`config.mk`:
```
export PLATFORM = sky130hd
export DESIGN_NAME = ddr3_rd_control
export DESIGN_NICKNAME = d
export VERILOG_FILES = /design/src/rtl/ddr3_rd_control.sv
export SDC_FILE = /design/constraint.sdc
export NUM_CORES = 1
export LEC_CHECK = 0
export CAP_MARGIN = 15
export CORE_MARGIN = 10
export CORE_UTILIZATION = 30
export DETAILED_ROUTE_END_ITERATION = 12
export GPL_TIMING_DRIVEN = 0
export PLACE_DENSITY = 0.69
export RECOVER_POWER = 25
export SYNTH_ARGS = -nofsm -noshare
export SYNTH_HDL_FRONTEND = slang
export SYNTH_SLANG_ARGS = --single-unit
```
`constraint.sdc`:
```
create_clock -name clk -period 4.3 [get_ports clk]
set_input_delay 0.645 -clock clk [delete_from_list [all_inputs] [get_ports clk]]
set_output_delay 0.645 -clock clk [all_outputs]
set_load 0.01 [all_outputs]
```
`src/rtl/ddr3_rd_control.sv`:
```
`default_nettype none
// ============================================================================
// Module      : ddr3_rd_control
// Description : Pops one fill header from the fill-header FIFO and issues
//               DDR3 read commands covering the whole fill (header word,
//               payload bursts and checksum word). Returned read data is
//               forwarded, registered, to the readout FIFO. Command issue is
//               throttled by an in-flight credit counter because read data
//               cannot be back-pressured.
//               Optional feature macro: DDR3_RD_HDR_CMP_EN (latches the popped
//               header and compares it with the first returned word).
// Revision    : 1.0 - initial release
// ============================================================================
module ddr3_rd_control #(
  parameter int MAX_INFLIGHT       = 16,
  parameter int FIFO_HEADROOM_WAIT = 1
) (
  input  logic         clk,
  input  logic         reset,
  input  logic         rd_enabled,
  input  logic [127:0] fill_header_dat,
  input  logic         fill_header_empty,
  output logic         fill_header_rd_en,
  output logic [25:0]  ddr3_rd_addr,
  output logic         rd_app_en,
  input  logic         rd_app_rdy,
  input  logic [127:0] app_rd_data,
  input  logic         app_rd_data_valid,
  output logic [127:0] rd_fifo_dat,
  output logic         rd_fifo_wr_en,
  input  logic         rd_fifo_prog_full,
  output logic         ddr3_rd_done,
  output logic         ddr3_rd_hdr_err,
  output logic         ddr3_rd_unexp_data
`ifdef DDR3_RD_HDR_CMP_EN
  ,
  output logic         ddr3_rd_hdr_mismatch
`endif
);

  typedef enum logic [2:0] {
    S_IDLE    = 3'd0,
    S_CHK_HDR = 3'd1,
    S_READ    = 3'd2,
    S_DRAIN   = 3'd3,
    S_DONE    = 3'd4,
    S_HDR_ERR = 3'd5
  } state_t;

  localparam logic [4:0] MAX_INFL    = 5'(MAX_INFLIGHT);
  localparam logic       HEADROOM_EN = (FIFO_HEADROOM_WAIT != 0);

  state_t      state;
  state_t      state_nxt;
  logic [22:0] addr_gen;
  logic [24:0] issue_cnt;
  logic [24:0] ret_cnt;
  logic [4:0]  inflight;

  logic        load_hdr;
  logic        set_hdr_err;
  logic        accept;
  logic        ret_hit;
  logic        tag_ok;
  logic [22:0] hdr_start;
  logic [24:0] hdr_total;
  logic        unused_hdr_bits;

  // Header field decode; total bursts include the header and checksum words
  assign tag_ok    = (fill_header_dat[127:126] == 2'b01);
  assign hdr_start = fill_header_dat[57:35];
  assign hdr_total = {1'b0, fill_header_dat[87:64]} + 25'd2;

  // Header bits that carry no meaning for the read side
  assign unused_hdr_bits = ^{fill_header_dat[125:88], fill_header_dat[63:58],
                             fill_header_dat[34:0]};

  assign accept       = rd_app_en & rd_app_rdy;
  assign ret_hit      = app_rd_data_valid & (ret_cnt != 25'd0);
  assign ddr3_rd_addr = {addr_gen, 3'b000};

  // Next-state and command/handshake outputs from registered state
  always_comb begin
    state_nxt         = state;
    fill_header_rd_en = 1'b0;
    rd_app_en         = 1'b0;
    ddr3_rd_done      = 1'b0;
    load_hdr          = 1'b0;
    set_hdr_err       = 1'b0;
    case (state)
      S_IDLE: begin
        if (!fill_header_empty) state_nxt = S_CHK_HDR;
      end
      S_CHK_HDR: begin
        // Actions are gated so a header is never popped while being disabled
        if (rd_enabled) begin
          if (tag_ok) begin
            fill_header_rd_en = 1'b1;
            load_hdr          = 1'b1;
            state_nxt         = S_READ;
          end else begin
            set_hdr_err = 1'b1;
            state_nxt   = S_HDR_ERR;
          end
        end
      end
      S_READ: begin
        rd_app_en = (issue_cnt != 25'd0) && (inflight < MAX_INFL) &&
                    !(HEADROOM_EN && rd_fifo_prog_full);
        if ((issue_cnt == 25'd0) ||
            (rd_app_en && rd_app_rdy && (issue_cnt == 25'd1)))
          state_nxt = S_DRAIN;
      end
      S_DRAIN: begin
        if (ret_cnt == 25'd0) state_nxt = S_DONE;
      end
      S_DONE: begin
        ddr3_rd_done = 1'b1;
        state_nxt    = S_IDLE;
      end
      S_HDR_ERR: begin
        state_nxt = S_HDR_ERR;
      end
      default: state_nxt = S_IDLE;
    endcase
    if (!rd_enabled) state_nxt = S_IDLE;
  end

  // State register
  always_ff @(posedge clk) begin
    if (reset) state <= S_IDLE;
    else       state <= state_nxt;
  end

  // Address generator, issue/return counters and in-flight credit tracking
  always_ff @(posedge clk) begin
    if (reset) begin
      addr_gen  <= '0;
      issue_cnt <= '0;
      ret_cnt   <= '0;
      inflight  <= '0;
    end else begin
      if (load_hdr) begin
        addr_gen  <= hdr_start;
        issue_cnt <= hdr_total;
      end else if (accept) begin
        addr_gen  <= addr_gen + 23'd1;
        issue_cnt <= issue_cnt - 25'd1;
      end

      if (load_hdr)     ret_cnt <= hdr_total;
      else if (ret_hit) ret_cnt <= ret_cnt - 25'd1;

      case ({accept, ret_hit})
        2'b10:   inflight <= inflight + 5'd1;
        2'b01:   inflight <= inflight - 5'd1;
        default: inflight <= inflight;
      endcase
    end
  end

  // Forward every returned word one cycle later; flag returns with nothing expected
  always_ff @(posedge clk) begin
    if (reset) begin
      rd_fifo_dat        <= '0;
      rd_fifo_wr_en      <= 1'b0;
      ddr3_rd_hdr_err    <= 1'b0;
      ddr3_rd_unexp_data <= 1'b0;
    end else begin
      rd_fifo_wr_en <= app_rd_data_valid;
      if (app_rd_data_valid) rd_fifo_dat <= app_rd_data;
      if (set_hdr_err) ddr3_rd_hdr_err <= 1'b1;
      if (app_rd_data_valid && (ret_cnt == 25'd0)) ddr3_rd_unexp_data <= 1'b1;
    end
  end

`ifdef DDR3_RD_HDR_CMP_EN
  logic [127:0] hdr_latch;
  logic [24:0]  total_latch;

  // Keep the popped header and compare it with the first word of the fill
  always_ff @(posedge clk) begin
    if (reset) begin
      hdr_latch            <= '0;
      total_latch          <= '0;
      ddr3_rd_hdr_mismatch <= 1'b0;
    end else begin
      if (load_hdr) begin
        hdr_latch   <= fill_header_dat;
        total_latch <= hdr_total;
      end
      if (ret_hit && (ret_cnt == total_latch) && (app_rd_data != hdr_latch))
        ddr3_rd_hdr_mismatch <= 1'b1;
    end
  end
`endif

endmodule
`default_nettype wire

```
==> results.md <==
* Bufs on Longest Clock Path at 3
* P per Cell Area at between 400 and 500 mW/mm^2
* H-tree depth at 1
* Max-cap viol count at 0
* Port Buffers at roughly 340
* Post-route cell area at around 0.015 sq mm
* Post-synthesis mux area share at about 14%
* CTS tree: built
* Hold Crit Endpoint: inflight[3]
* CTS buffer count at 26
* Drt via density at 5.14
* Status: completed
* Crit end category: output port
* First-pass GRT wire length at approximately 58,000 um
* Synth Area in Compound Gates at between 10% and 20%
* Setup TNS at 0 ns
* VDD IR max at around 0.28 mV
* Data required time of the critical path at about 3.7 ns
* Post-DP Area at ~0.014 sq mm
* Worst skew pair latency at 0.53 ns
* Synth top area cells: dfxtp_1 43%, mux2i_1 13%, nor2_1 7.1%
* Post-Route WL at 38,200 um
* Pleak at ~6 nW
* F_max at approximately 250 MHz
* Slew Limit Headroom at around 45%
* Post-DR wirelength/cell at 19.9 um
* Hold crit path type: flop to flop
* Total congestion overflow at 0
* Dpl cells at between 1,500 and 2,000
* Commonest cells post-synth: 212 x dfxtp_1, 187 x nor2_1, 134 x mux2i_1
* Die area at between 0.04 and 0.05 sq mm
* Vias at ~9,900
* Worst-path maximum fanout at 10
* Mapped Cells at ~1,100
* Placer Congestion at between 0.9 and 1
* Slew @ Worst Pin at slightly above 0.8 ns
* Fin nets at ~1,700
* RSZ-0062 raised after global routing: no
* Reg2Reg Capture Point: inflight[4]
* Area grow syn2layout at 48.9%
* Residual DRC at 0
* Library cells used by synthesis at 78
* Yosys warns at 0
* Initial antenna violation count at 1
* Slowest stage cell, crit path: clkdlybuf4s50_1
* FF+latch area at 0.00424 sq mm
* Die height at 202 um
* Ys async rst share at 0%
* DR pass1 iterations at 7
* Flops & latches, synth at 212
* Final setup viols at 0
* I/O pins at between 400 and 500
* Final non-filler cell total at between 1,500 and 2,000
* Worst setup SP type: primary input
* Synthesized area at between 0.009 and 0.01 sq mm
* Clock transition at the registers of the reported paths at roughly 0.050 ns
* DRT iter0 DRCs at approximately 800
* Simple-Gate Fraction of Synth Area at 20.9%
* CP cell instances: clkdlybuf4s50_1 > and4bb_2 > nand2_1 > clkinv_1 > clkbuf_1 > clkbuf_2 > clkdlybuf4s50_1
* Largest net degree at the start of global routing at 13
* Final slew viol count at 0
* Die Wd at 202 um
* Sequential share of the synthesized area at between 40% and 50%
* R2R Setup Slk at 0.32 ns
* R2r startpoint: ret_cnt[0]
* Tcrit/Tclk final at 94.7%
* Hold violation count in the final report at 0
* Post-Synth Adder-Cell Area at between 1 and 1.5%
* GRT Total Usage at ~18%
* Area leader, netlist: dfxtp_1
* Core area at around 0.033 sq mm
* Fill cells at 3,131
* Clk root buf: clkbuf_16
* Hold path depth at 2
* Clk_skew at 0.0100 ns
* Slowest stage delay, CP at roughly 0.6 ns
* Ys flop type: dfxtp_1
* Hold Slack at roughly 0.47 ns
* Crit path time final at 4.07 ns
* CP Class: primary input to output port
* Post-route ant nets at 0
* CP arrival at 3.43 ns
* Post-synth EDFFs at 0
* Top-count cell post-synth: dfxtp_1
* Post-Syn Area per Cell at 9.15 sq um
* Row cnt at 66
* DP HPWL at around 30,000 um
* Main combinational cell family by area after synthesis: simple AND/OR/NAND/NOR gates
* Share of layout cells above drive strength 1 at a little under 6%
* Initial core utilization at 30.5%
* Post-synth top area share at between 40% and 50%
* Min-delay src: inflight[3]
* Worst Reg2Reg Path Length in Cells at 15
* Multi-input gate area at 0.00535 sq mm
* Clock Sinks at ~210
* XOR/XNOR Fraction of Synth Area at between 3 and 4%
* CP most frequent cell: clkdlybuf4s50_1
* Number of global-route vias before repair at between 9,000 and 10,000
-- logic make-up after synthesis --
group	after synthesis
simple gates	401
buf+inv	97
other cells	1
compound gates	193
xor+xnor	38
fa+ha+maj	9
flops	212
mux	136
-- state kept, by name, indices dropped and copies added (netlist names), 3 cells and up --
register	count
inflight	5
issue_cnt	25
ret_cnt	25
state	3
rd_fifo_dat	128
addr_gen	23
-- worst max path at each step --
stage | from | end | slack, ns | depth (start not counted)
6_report | rd_enabled | fill_header_rd_en | 0.23 | 7
5_1_grt | ret_cnt[0] | inflight[4] | 0.02 | 15
4_1_cts | ret_cnt[0] | inflight[4] | 0.11 | 16
3_5_place_dp | rd_app_rdy | inflight[4] | -0.16 | 15
3_3_place_gp | rd_app_rdy | inflight[4] | -0.19 | 15
2_1_floorplan | ret_cnt[0] | inflight[4] | 0.71 | 16
-- layer usage --
metal	wire length, um	global-route usage (%)	vias to the layer above
li1	-	-	4702
met1	14800	20.2	4596
met2	18400	30.4	498
met3	4240	6.94	60
met4	697	3.87	0
met5	0	0	-
-- per-stage QoR --
stage	total power, mW	setup slack, ns	utilization, %
2_1_floorplan	3.72	0.708	-
3_3_place_gp	4.45	-0.187	42.6
3_5_place_dp	4.50	-0.164	42.6
4_1_cts	6.75	0.107	45.3
5_1_grt	7.07	0.0203	45.4
6_report	6.71	0.227	45.4
-- layout make-up --
type	instances	share of cell area [%]
Timing Repair Buffer	339	22.9
Clock inverter	13	0.871
Antenna cell	1	0.0169
Buffer	73	2.03
Tap cell	442	3.74
Sequential cell	212	28.7
Multi-Input combinational cell	780	36.1
Inverter	23	0.583
Clock buffer	35	5.04
-- power by group --
part	leakage, nW	switching (mW)	internal [mW]
sequential	1.74	0.208	2.18
clock	0.434	0.878	1.34
combinational	3.80	1.17	0.935
total	5.98	2.25	4.45
-- critical path, delay by kind of cell --
| family | cells | cell delay, ns |
|---|---|---|
| AND/OR/NAND/NOR | 2 | 0.46 |
| buffers and inverters | 5 | 2.32 |
-- what timing repair did --
item / in CTS / in global routing
resized for setup: 1 / 5
hold buffers: 0 / 0
buffers inserted: 0 / 0
pin swaps: 0 / 1
endpoints found under the setup margin: 1 / 2
-- cell usage in the layout (no fill, tap or decap), types with 18 or more instances in the layout --
cell and count:
clkdlybuf4s50_1 251, dfxtp_1 212, nor2_1 187, mux2i_1 134
dlygate4sd3_1 88, clkbuf_1 53, nor3_1 31, nand2_1 28
clkbuf_16 27, a21oi_1 26, xor2_1 25, a211oi_1 24
inv_1 21, or3_1 21, a31oi_1 20, o21ai_0 19
nand3_1 19, nor4_1 18
Note: power is estimated with default switching activity, not from simulation.
